[src/rtl/display_mode_sequencer_if.sv]
// Key/frame inputs and committed mode/threshold outputs between the
// display mode sequencer and its neighbours.
interface display_mode_sequencer_if;
    logic       iFval;
    logic       iKeyNext;
    logic       iKeyPrev;
    logic       iThreshUp;
    logic       iThreshDown;
    logic       iAutoEn;
    logic [2:0] oSelect;
    logic [7:0] oThresholdLevel;
    logic       oBlank;
    logic       oModeChanged;
    logic       oFrameEnd;

    modport slave (
        input  iFval, iKeyNext, iKeyPrev, iThreshUp, iThreshDown, iAutoEn,
        output oSelect, oThresholdLevel, oBlank, oModeChanged, oFrameEnd
    );

    modport master (
        output iFval, iKeyNext, iKeyPrev, iThreshUp, iThreshDown, iAutoEn,
        input  oSelect, oThresholdLevel, oBlank, oModeChanged, oFrameEnd
    );
endinterface

[src/rtl/display_mode_sequencer.sv]
// Mode select / threshold sequencer: key and auto-cycle requests are committed
// only in vertical blanking, followed by a programmable number of blanked frames.
//
// state    | meaning
// ---------+------------------------------------------------------------
// IDLE     | no request outstanding; auto-cycle frame counter may run
// PENDING  | target mode requested, waiting for iFval low to commit
// BLANKING | oBlank high, counting frame ends; keys queue a new request
module display_mode_sequencer #(
    parameter int NUM_MODES    = 5,
    parameter int AUTO_FRAMES  = 60,
    parameter int BLANK_FRAMES = 2,
    parameter int THRESH_STEP  = 8,
    parameter int THRESH_INIT  = 128
) (
    input  logic                        iClk,
    input  logic                        iRst_n,
    display_mode_sequencer_if.slave     bus
);
    typedef enum logic [1:0] {IDLE, PENDING, BLANKING} state_t;

    localparam logic [15:0] AUTO_LAST = 16'(AUTO_FRAMES - 1);
    localparam logic [7:0]  BLANK_N   = 8'(BLANK_FRAMES);
    localparam logic [7:0]  STEP8     = 8'(THRESH_STEP);

    state_t      state_q, state_d;
    logic        fval_q;
    logic [2:0]  sel_q, sel_d;
    logic [2:0]  target_q, target_d;
    logic        pending_q, pending_d;
    logic [7:0]  blank_cnt_q, blank_cnt_d;
    logic [15:0] auto_cnt_q, auto_cnt_d;
    logic [7:0]  shadow_q, shadow_d;
    logic [7:0]  thresh_q, thresh_d;
    logic        mode_changed_q, mode_changed_d;
    logic        frame_end_q;

    logic        frame_end, key_next, key_prev, key_any, auto_fire, advance, fwd;
    logic        commit;
    logic [2:0]  pend_tgt;
    logic [8:0]  thr_sum;
    logic [7:0]  thr_up, thr_dn;

    function automatic logic [2:0] step_mode(input logic [2:0] x, input logic dir_fwd);
        if (dir_fwd)
            return (x == 3'(NUM_MODES)) ? 3'd1 : x + 3'd1;
        else
            return (x == 3'd1) ? 3'(NUM_MODES) : x - 3'd1;
    endfunction

    assign frame_end = fval_q & ~bus.iFval;
    assign key_next  = bus.iKeyNext & ~bus.iKeyPrev;
    assign key_prev  = bus.iKeyPrev & ~bus.iKeyNext;
    assign key_any   = key_next | key_prev;
    // A manual key in the same cycle wins over the auto advance.
    assign auto_fire = (state_q == IDLE) & bus.iAutoEn & frame_end
                     & (auto_cnt_q == AUTO_LAST) & ~key_any;
    assign advance   = key_any | auto_fire;
    assign fwd       = ~key_prev;
    assign pend_tgt  = key_any ? step_mode(target_q, fwd) : target_q;

    always_ff @(posedge iClk) begin
        if (!iRst_n) begin
            state_q        <= IDLE;
            fval_q         <= 1'b0;
            sel_q          <= 3'd1;
            target_q       <= 3'd1;
            pending_q      <= 1'b0;
            blank_cnt_q    <= 8'd0;
            auto_cnt_q     <= 16'd0;
            shadow_q       <= 8'(THRESH_INIT);
            thresh_q       <= 8'(THRESH_INIT);
            mode_changed_q <= 1'b0;
            frame_end_q    <= 1'b0;
        end else begin
            state_q        <= state_d;
            fval_q         <= bus.iFval;
            sel_q          <= sel_d;
            target_q       <= target_d;
            pending_q      <= pending_d;
            blank_cnt_q    <= blank_cnt_d;
            auto_cnt_q     <= auto_cnt_d;
            shadow_q       <= shadow_d;
            thresh_q       <= thresh_d;
            mode_changed_q <= mode_changed_d;
            frame_end_q    <= frame_end;
        end
    end

    always_comb begin
        state_d     = state_q;
        sel_d       = sel_q;
        target_d    = target_q;
        pending_d   = pending_q;
        blank_cnt_d = blank_cnt_q;
        commit      = 1'b0;
        case (state_q)
            IDLE: begin
                if (advance) begin
                    target_d = step_mode(sel_q, fwd);
                    state_d  = PENDING;
                end
            end
            PENDING: begin
                target_d = pend_tgt;
                if (!bus.iFval) begin
                    if (pend_tgt != sel_q) begin
                        sel_d       = pend_tgt;
                        commit      = 1'b1;
                        blank_cnt_d = BLANK_N;
                        state_d     = (BLANK_FRAMES == 0) ? IDLE : BLANKING;
                    end else begin
                        state_d = IDLE;
                    end
                end
            end
            BLANKING: begin
                if (key_any) begin
                    target_d  = step_mode(pending_q ? target_q : sel_q, fwd);
                    pending_d = 1'b1;
                end
                if (frame_end) begin
                    if (blank_cnt_q <= 8'd1) begin
                        blank_cnt_d = 8'd0;
                        state_d     = (pending_q | key_any) ? PENDING : IDLE;
                        pending_d   = 1'b0;
                    end else begin
                        blank_cnt_d = blank_cnt_q - 8'd1;
                    end
                end
            end
            default: state_d = IDLE;
        endcase

        auto_cnt_d = auto_cnt_q;
        if (!bus.iAutoEn || key_any || commit || auto_fire)
            auto_cnt_d = 16'd0;
        else if (frame_end && state_q == IDLE)
            auto_cnt_d = auto_cnt_q + 16'd1;
    end

    // Threshold shadow saturates in 9 bits; the visible level only follows it in blanking.
    always_comb begin
        thr_sum  = {1'b0, shadow_q} + {1'b0, STEP8};
        thr_up   = thr_sum[8] ? 8'hFF : thr_sum[7:0];
        thr_dn   = (shadow_q < STEP8) ? 8'd0 : shadow_q - STEP8;
        shadow_d = shadow_q;
        if (bus.iThreshUp && !bus.iThreshDown)
            shadow_d = thr_up;
        else if (bus.iThreshDown && !bus.iThreshUp)
            shadow_d = thr_dn;
        thresh_d = bus.iFval ? thresh_q : shadow_q;
    end

    always_comb begin
        mode_changed_d      = commit;
        bus.oSelect         = sel_q;
        bus.oThresholdLevel = thresh_q;
        bus.oBlank          = (state_q == BLANKING);
        bus.oModeChanged    = mode_changed_q;
        bus.oFrameEnd       = frame_end_q;
    end
endmodule

[src/flat_wrapper.sv]
// flat-port wrapper written by rule: the top's interface ports become plain ports
module display_mode_sequencer_flat 
#(
    parameter int NUM_MODES    = 5,
    parameter int AUTO_FRAMES  = 60,
    parameter int BLANK_FRAMES = 2,
    parameter int THRESH_STEP  = 8,
    parameter int THRESH_INIT  = 128
)
  (iClk, iRst_n, bus_iFval, bus_iKeyNext, bus_iKeyPrev, bus_iThreshUp, bus_iThreshDown, bus_iAutoEn, bus_oSelect, bus_oThresholdLevel, bus_oBlank, bus_oModeChanged, bus_oFrameEnd);
  display_mode_sequencer_if bus_i ();
  input  logic iClk;
  input  logic iRst_n;
  input wire logic [$bits(bus_i.iFval)-1:0] bus_iFval;
  input wire logic [$bits(bus_i.iKeyNext)-1:0] bus_iKeyNext;
  input wire logic [$bits(bus_i.iKeyPrev)-1:0] bus_iKeyPrev;
  input wire logic [$bits(bus_i.iThreshUp)-1:0] bus_iThreshUp;
  input wire logic [$bits(bus_i.iThreshDown)-1:0] bus_iThreshDown;
  input wire logic [$bits(bus_i.iAutoEn)-1:0] bus_iAutoEn;
  output wire logic [$bits(bus_i.oSelect)-1:0] bus_oSelect;
  output wire logic [$bits(bus_i.oThresholdLevel)-1:0] bus_oThresholdLevel;
  output wire logic [$bits(bus_i.oBlank)-1:0] bus_oBlank;
  output wire logic [$bits(bus_i.oModeChanged)-1:0] bus_oModeChanged;
  output wire logic [$bits(bus_i.oFrameEnd)-1:0] bus_oFrameEnd;
  assign bus_i.iFval = bus_iFval;
  assign bus_i.iKeyNext = bus_iKeyNext;
  assign bus_i.iKeyPrev = bus_iKeyPrev;
  assign bus_i.iThreshUp = bus_iThreshUp;
  assign bus_i.iThreshDown = bus_iThreshDown;
  assign bus_i.iAutoEn = bus_iAutoEn;
  assign bus_oSelect = bus_i.oSelect;
  assign bus_oThresholdLevel = bus_i.oThresholdLevel;
  assign bus_oBlank = bus_i.oBlank;
  assign bus_oModeChanged = bus_i.oModeChanged;
  assign bus_oFrameEnd = bus_i.oFrameEnd;
  display_mode_sequencer #(.NUM_MODES(NUM_MODES), .AUTO_FRAMES(AUTO_FRAMES), .BLANK_FRAMES(BLANK_FRAMES), .THRESH_STEP(THRESH_STEP), .THRESH_INIT(THRESH_INIT)) u_core (.iClk(iClk), .iRst_n(iRst_n), .bus(bus_i));
endmodule
[config.mk]
export PLATFORM = sky130hd
export DESIGN_NAME = display_mode_sequencer_flat
export DESIGN_NICKNAME = d
export VERILOG_FILES = /design/src/rtl/display_mode_sequencer_if.sv /design/src/rtl/display_mode_sequencer.sv /design/src/flat_wrapper.sv
export SDC_FILE = /design/constraint.sdc
export NUM_CORES = 1
export LEC_CHECK = 0
export CORE_ASPECT_RATIO = 1.1
export CORE_MARGIN = 2
export CORE_UTILIZATION = 55
export DETAILED_ROUTE_END_ITERATION = 8
export PLACE_DENSITY = 0.72
export SLEW_MARGIN = 20
export SYNTH_ARGS = -nofsm -noshare
export SYNTH_HDL_FRONTEND = slang
export SYNTH_SLANG_ARGS = --single-unit
[constraint.sdc]
create_clock -name iClk -period 6 [get_ports iClk]
set_clock_uncertainty 0.2 [all_clocks]
set_input_delay 0.6 -clock iClk [delete_from_list [all_inputs] [get_ports iClk]]
set_output_delay 0.6 -clock iClk [all_outputs]
set_load 0.03 [all_outputs]
==> results of run 1 <==
-- worst register-to-register path, cell delays in order, from the launching register on --
cell	delay, ps
dfxtp_1	590
ha_1	390
nor4b_1	110
a2111oi_2	340
o311ai_2	230
a311oi_4	450
or3_1	920
nor2_1	130
-- final timing paths --
check	endpoint	slack [ps]
max	u_core.auto_cnt_q[8]	1930
min	u_core.blank_cnt_q[5]	260
max reg2reg	u_core.auto_cnt_q[8]	2500
min reg2reg	u_core.blank_cnt_q[5]	260
-- power by group through the flow --
stage          registers [mW]  logic (mW)  clock network [mW]
4_1_cts                 0.405       0.497               0.241
6_report                0.406       0.496               0.234
2_1_floorplan           0.395       0.414                   0
5_1_grt                 0.414       0.560               0.254
3_5_place_dp            0.413       0.494                   0
3_3_place_gp            0.412       0.487                   0
-- cell type report --
cell class / instances / area [sq um] / share of cell area (%)
inverter: 24 / 90.1 / 2.54
tap: 77 / 96.3 / 2.72
multi-input combinational: 298 / 2070 / 58.3
clock inverter: 3 / 42.5 / 1.20
sequential: 48 / 961 / 27.1
clock buffer: 5 / 68.8 / 1.94
timing repair buffer: 22 / 218 / 6.14
-- state kept, by name, summed over array words and instances (netlist names) --
name,flops
u_core.bus.oFrameEnd,1
u_core.auto_cnt_q,16
u_core.bus.oThresholdLevel,6
u_core.bus.oSelect,3
u_core.fval_q,1
u_core.bus.oModeChanged,1
u_core.target_q,3
u_core.shadow_q,6
u_core.blank_cnt_q,8
u_core.state_q,2
u_core.pending_q,1
-- per-stage QoR --
step	total power [mW]	cell area (sq um)	hold slack, ps	util, %
floorplan	0.809	3260	233	-
global placement	0.899	3430	243	59.5
detailed placement	0.907	3430	251	59.5
CTS	1.14	3540	265	61.4
global route	1.23	3540	304	61.4
finish	1.14	3540	260	61.4
-- kinds of logic (layout without fill, tap and decap cells) --
group / count (synthesis) / after routing / synth area share (%)
compound gates: 90 / 90 / 20.1
xor+xnor: 19 / 19 / 5.10
fa+ha+maj: 23 / 23 / 8.82
buf+inv: 45 / 54 / 7.21
flops: 48 / 48 / 29.4
mux: 12 / 12 / 3.76
simple gates: 154 / 154 / 25.6
-- synth_stat cells, types with 4 or more instances --
cell type | instances | share of area, %
xor2_1 | 8 | 2.1
inv_1 | 23 | 2.6
o31ai_1 | 6 | 1.4
nand2_1 | 38 | 4.4
nor3_1 | 10 | 1.5
buf_6 | 5 | 1.7
xnor2_1 | 11 | 3.0
a21oi_1 | 21 | 3.2
a221oi_1 | 4 | 1.1
and2_1 | 4 | 0.77
ha_1 | 23 | 8.8
mux2i_1 | 10 | 3.1
o21ai_0 | 20 | 3.1
nand2b_1 | 4 | 0.77
nand4_1 | 4 | 0.77
nor2b_1 | 6 | 1.2
a211oi_1 | 4 | 0.92
nand3_1 | 16 | 2.5
nor4b_1 | 4 | 1.1
dfxtp_1 | 48 | 29
nor4_1 | 4 | 0.77
o22ai_1 | 4 | 0.77
or3_1 | 5 | 0.96
clkbuf_1 | 10 | 1.2
nor2_1 | 33 | 3.8
nor2_4 | 10 | 3.5
-- metal layers --
layer	vias to the layer above	part of all wire, %
met5	-	0
met4	0	1.2
met3	6	3.2
met2	47	47
met1	1256	49
li1	1406	-
==> impl_results.md, run 1 <==
- Routed via count: 2715
- Post-CTS Resized: 0
- Wire per inst: 13.5 um
- Hold depth: 2
- Place WS: around 1600 ps
- GR Layer Usage met3: 3.76%
- Core area: ~5800 sq um
- Placed Instances: 469
- R2r startpoint: u_core.target_q[0]
- Number of global-route vias before repair: roughly 2600
- Filler Cell Count: ~520
- Hold path start: u_core.blank_cnt_q[5]
- CTS clk-pin slew, worst paths: about 90 ps
- Pins Over Slew Limit: 0
- Comb power frac: between 40% and 50%
- Worst skew pair latency: 300 ps
- Worst Setup Slack, final: between 1500 and 2000 ps
- Netlist cell types: 65
- Fin crit period: slightly above 4000 ps
- DRC Markers: 0
- Final Hold Violating Endpoints: 0
- Hold Crit Class: flop to flop
- H-tree levels: 2
- N_diodes: 0
- DRT Pass-1 Iters: 4
- Syn_nets: 422
- Number of CTS-inserted buffers: 5
- Commonest non-fill, non-tap cell in the layout: dfxtp_1
- Port Buf Inserts: 21
- Most frequent cells in the layout: 48 x dfxtp_1, 38 x nand2_1, 33 x nor2_1, 23 x inv_1, 23 x ha_1
- Internal: slightly below 0.7 mW
- Crit path launch type: primary input
- Final std cells w/o fill: ~480
- Crit-path max FO: 22
- Net Sw Frac: 39.9%
- GR Layer Usage met1: 28.3%
- Setup CP Type: primary input to flop
- Share of layout cells above drive strength 1: between 8 and 9%
- Setup crit start: bus_iKeyNext
- Die ar.: roughly 6600 sq um
- Register share of total power: roughly 36%
- Ys async rst share: 0%
- Unrepaired setup endpoints after global routing: false
- Nets@finish: 430
- Die H: about 85 um
- Final setup violation count: 0
- Power per cell area: around 320 nW/um^2
- Pin count of the biggest net entering global routing: 26
- CP Capture Type: flop
- Initial Util: between 50% and 60%
- Peak supply drop: around 0.00016 V
- Tcrit/Tclk final: about two thirds
- Clock buffer depth: 2
- Hold Buf Count CTS: 0
- Crit path required time: 5960 ps
- Synth Register Bits: 48
- Static Leakage: roughly 1.3 nW
- Site Rows: 29
- Critical path's slowest cell: or3_1
- Postcts setup bufs: 0
- CP arrival: ~4000 ps
- Yosys synthesis warning count: 0
- CP delay by family, top: simple AND/OR/NAND/NOR gates
- Critical Path Stages: 9
- Synth Instances: approximately 390
- Cell area after synthesis: 3260 sq um
- CTS Sinks: 48
- Cells along the critical path: clkdlybuf4s50_1 -> inv_1 -> ha_1 -> and3_1 -> a2111oi_2 -> o311ai_2 -> a311oi_4 -> or3_1 -> nor2_1
- Placer congestion estimate: ~0.85
- Achievable frequency: roughly 0.25 GHz
- Synth-to-Final Area Change: 8.59%
- Initial antenna violation count: 0
- DR iter-0 viols: around 150
- HPWL Detailed: approximately 4700 um
- Met2 usage: between 30% and 40%
- Routed Antenna Nets: 0
- MaxCap Viol Count: 0
- EDFF count, synth: 0
- Drt total wl: approximately 6400 um
- Top_reg_cell synth: dfxtp_1
- GRT Overall Usage: ~22%
- IO Count: 22
- Setup TNS: 0 ps
- Clock power share: 20.6%
- Vias per cell: ~5.7
- GRT Max-Usage Layer: met2
- WP buf/inv: 2
- Max transition margin: a little over a quarter
- CTS tree: done
- Root Driver: clkbuf_8
- First-pass GRT wire length: ~12000 um
- Grt total ovfl: 0
- Reg2reg path depth: 7
- Net switching power: between 0.4 and 0.5 mW
- Post-synthesis sequential area ratio: between 20% and 30%
- Max incr delay on CP: 920 ps
- Status: completed
- Die Width: a little under 80 um
- Slew @ Worst Pin: ~1100 ps
- Avg Inst Size Synth: about 8.3 sq um
Power figures use the tool's default switching activity.
==> run 2: changes to the inputs <==
--- a/config.mk
+++ b/config.mk
@@ -7,9 +7,9 @@
 export LEC_CHECK = 0
 export CORE_ASPECT_RATIO = 1.1
 export CORE_MARGIN = 2
-export CORE_UTILIZATION = 55
+export CORE_UTILIZATION = 54
 export DETAILED_ROUTE_END_ITERATION = 8
-export PLACE_DENSITY = 0.72
+export PLACE_DENSITY = 0.74
 export SLEW_MARGIN = 20
 export SYNTH_ARGS = -nofsm -noshare
 export SYNTH_HDL_FRONTEND = slang
==> constraint.sdc (replaced) <==
create_clock -name iClk -period 3.6 [get_ports iClk]
set_clock_uncertainty 0.2 [all_clocks]
set_input_delay 0.36 -clock iClk [delete_from_list [all_inputs] [get_ports iClk]]
set_output_delay 0.36 -clock iClk [all_outputs]
set_load 0.03 [all_outputs]
==> impl_results.md, run 2 (synthesis gave the netlist of run 1 again) <==
- Root Driver: clkbuf_8
- CTS Sinks: 48 (unchanged)
- Biggest regs: u_core.auto_cnt_q (16), u_core.blank_cnt_q (8)
- Slew @ Worst Pin: 580 ps (-520 ps)
- Die H: 85.5 um (+0.88%)
- CTS tree: done
- Pins Over Slew Limit: 0 (unchanged)
- IO Count: 22 (unchanged)
- Final Hold Violating Endpoints: 0 (unchanged)
- Grt total ovfl: 0 (unchanged)
- Power per cell area: 518 nW/um^2 (+62%)
- Hold Buf Count CTS: 0 (unchanged)
- Most frequent cells in the layout: 48 x dfxtp_1, 38 x nand2_1, 33 x nor2_1, 23 x inv_1, 23 x ha_1
- Postcts setup bufs: 0 (unchanged)
- GR Layer Usage met3: 3.58% (-0.18 points)
- Placer congestion estimate: 0.916 (+8.0%)
- CP Capture Type: flop
- Port Buf Inserts: 21 (unchanged)
- Vias per cell: 5.68 (-0.21%)
- Die ar.: 6680 sq um (+1.8%)
- Status: completed
- Final setup violation count: 0 (unchanged)
- CP arrival: 3100 ps (-930 ps)
- CTS clk-pin slew, worst paths: 90 ps (about the same)
- Share of layout cells above drive strength 1: 9.58% (+1.3 points)
- Final Hold Slack: 273 ps (+13.1 ps)
- MaxCap Viol Count: 0 (unchanged)
- Routed Antenna Nets: 0 (unchanged)
- DR iter-0 viols: 130 (-13%)
- Cells along the critical path: clkdlybuf4s50_1 -> inv_1 -> ha_1 -> and3_1 -> a2111oi_2 -> o311ai_2 -> a41oi_2 -> nand2_1 -> o41ai_1
- Synth-to-Final Area Change: 10.0%
- Peak supply drop: 0.000298 V (+89%)
- Routed via count: 2749 (+1.3%)
- Unrepaired setup endpoints after global routing: false
- Crit path launch type: primary input
- Max FFs per register: 16 (unchanged)
- Initial Util: 56.2% (-0.35 points)
- Filler Cell Count: 531 (+1.7%)
- GR Layer Usage met1: 26.4% (-1.9 points)
- Critical path's slowest cell: a41oi_2
- DRC Markers: 0 (unchanged)
- Clock buffer depth: 2 (unchanged)
- Site Rows: 29 (unchanged)
- Crit path required time: 3600 ps (-2360 ps)
- DRT Pass-1 Iters: 4 (unchanged)
- GRT Max-Usage Layer: met2
- First-pass GRT wire length: 11700 um (+0.82%)
- Die Width: 78.1 um (+0.88%)
- HPWL Detailed: 5010 um (+6.7%)
- Number of CTS-inserted buffers: 5 (unchanged)
- Achievable frequency: 0.322 GHz
- Place WS: 189 ps (-1390 ps)
- Number of global-route vias before repair: 2658 (+3.2%)
- Worst Setup Slack, final: 499 ps (-1430 ps)
- Static Leakage: 1.34 nW (+2.3%)
- GRT Overall Usage: 21.2% (-0.34 points)
- Wire per inst: 13.9 um (+3.0%)
- Post-CTS Resized: 0 (unchanged)
- Hold Crit Class: flop to flop
- Nets@finish: 437 (+1.6%)
- Met2 usage: 37.6% (+2.0 points)
- Reg with most FFs: u_core.auto_cnt_q
- Setup CP Type: primary input to flop
- Max incr delay on CP: 520 ps (-400 ps)
- Worst skew pair latency: 300 ps (about the same)
- Drt total wl: 6730 um (+4.5%)
- CP delay by family, top: compound AO/OA/AOI/OAI gates
- N_diodes: 0 (unchanged)
- Pin count of the biggest net entering global routing: 21 (-19%)
- WP buf/inv: 2 (unchanged)
- Commonest non-fill, non-tap cell in the layout: dfxtp_1
- Tcrit/Tclk final: between 80% and 90%
- Crit-path max FO: 12 (-45%)
- Initial antenna violation count: 0 (unchanged)
- Setup TNS: 0 ps (unchanged)
- Fin crit period: slightly above 3000 ps
- Core area: 5810 sq um (+0.63%)
- Total power: 1.86 mW (+64%)
- Max transition margin: 61.0% (+34 points)
- H-tree levels: 2 (unchanged)
## run 2: area by class of cell
type | count | area, sq um | share of cell area (%)
clock inverter | 1 | 7.51 | 0.209
sequential | 48 | 961 | 26.8
timing repair buffer | 29 | 283 | 7.87
inverter | 24 | 90.1 | 2.51
clock buffer | 7 | 86.3 | 2.40
tap | 77 | 96.3 | 2.68
multi-input combinational | 298 | 2070 | 57.6
## run 2: worst register-to-register path: stages (launching register included)
cell       delay [ps]
dfxtp_1           580
ha_1              380
nor4b_1           110
a2111oi_2         330
o311ai_2          230
a41oi_2           520
nand2_1           180
o41ai_1           280
## run 2: where the power goes
| part | internal [mW] | switching (mW) | total (mW) |
|---|---|---|---|
| sequential | 0.581 | 0.0934 | 0.675 |
| clock | 0.156 | 0.178 | 0.334 |
| combinational | 0.363 | 0.487 | 0.850 |
## run 2: final timing paths
kind | start | end | slack (ps) | cells after the start
setup / recovery | bus_iKeyNext | u_core.blank_cnt_q[4] | 500 | 9
hold / removal | u_core.blank_cnt_q[5] | u_core.blank_cnt_q[5] | 270 | 2
setup reg to reg | u_core.target_q[0] | u_core.blank_cnt_q[4] | 680 | 7
hold reg to reg | u_core.blank_cnt_q[5] | u_core.blank_cnt_q[5] | 270 | 2
## run 2: per-stage QoR
step | instance area, sq um | util, % | instances
after floorplan | 3260 | - | 391
after global placement | 3500 | 60.2 | 476
after detailed placement | 3500 | 60.2 | 476
after CTS | 3590 | 61.9 | 484
after global routing | 3590 | 61.9 | 484
final | 3590 | 61.9 | 484
## run 2: layer usage
layer  vias up  routed length (um)
met4         0                  78
met3         7                 221
met2        48                3300
met5         -                   0
met1      1277                3130
li1       1417                   -
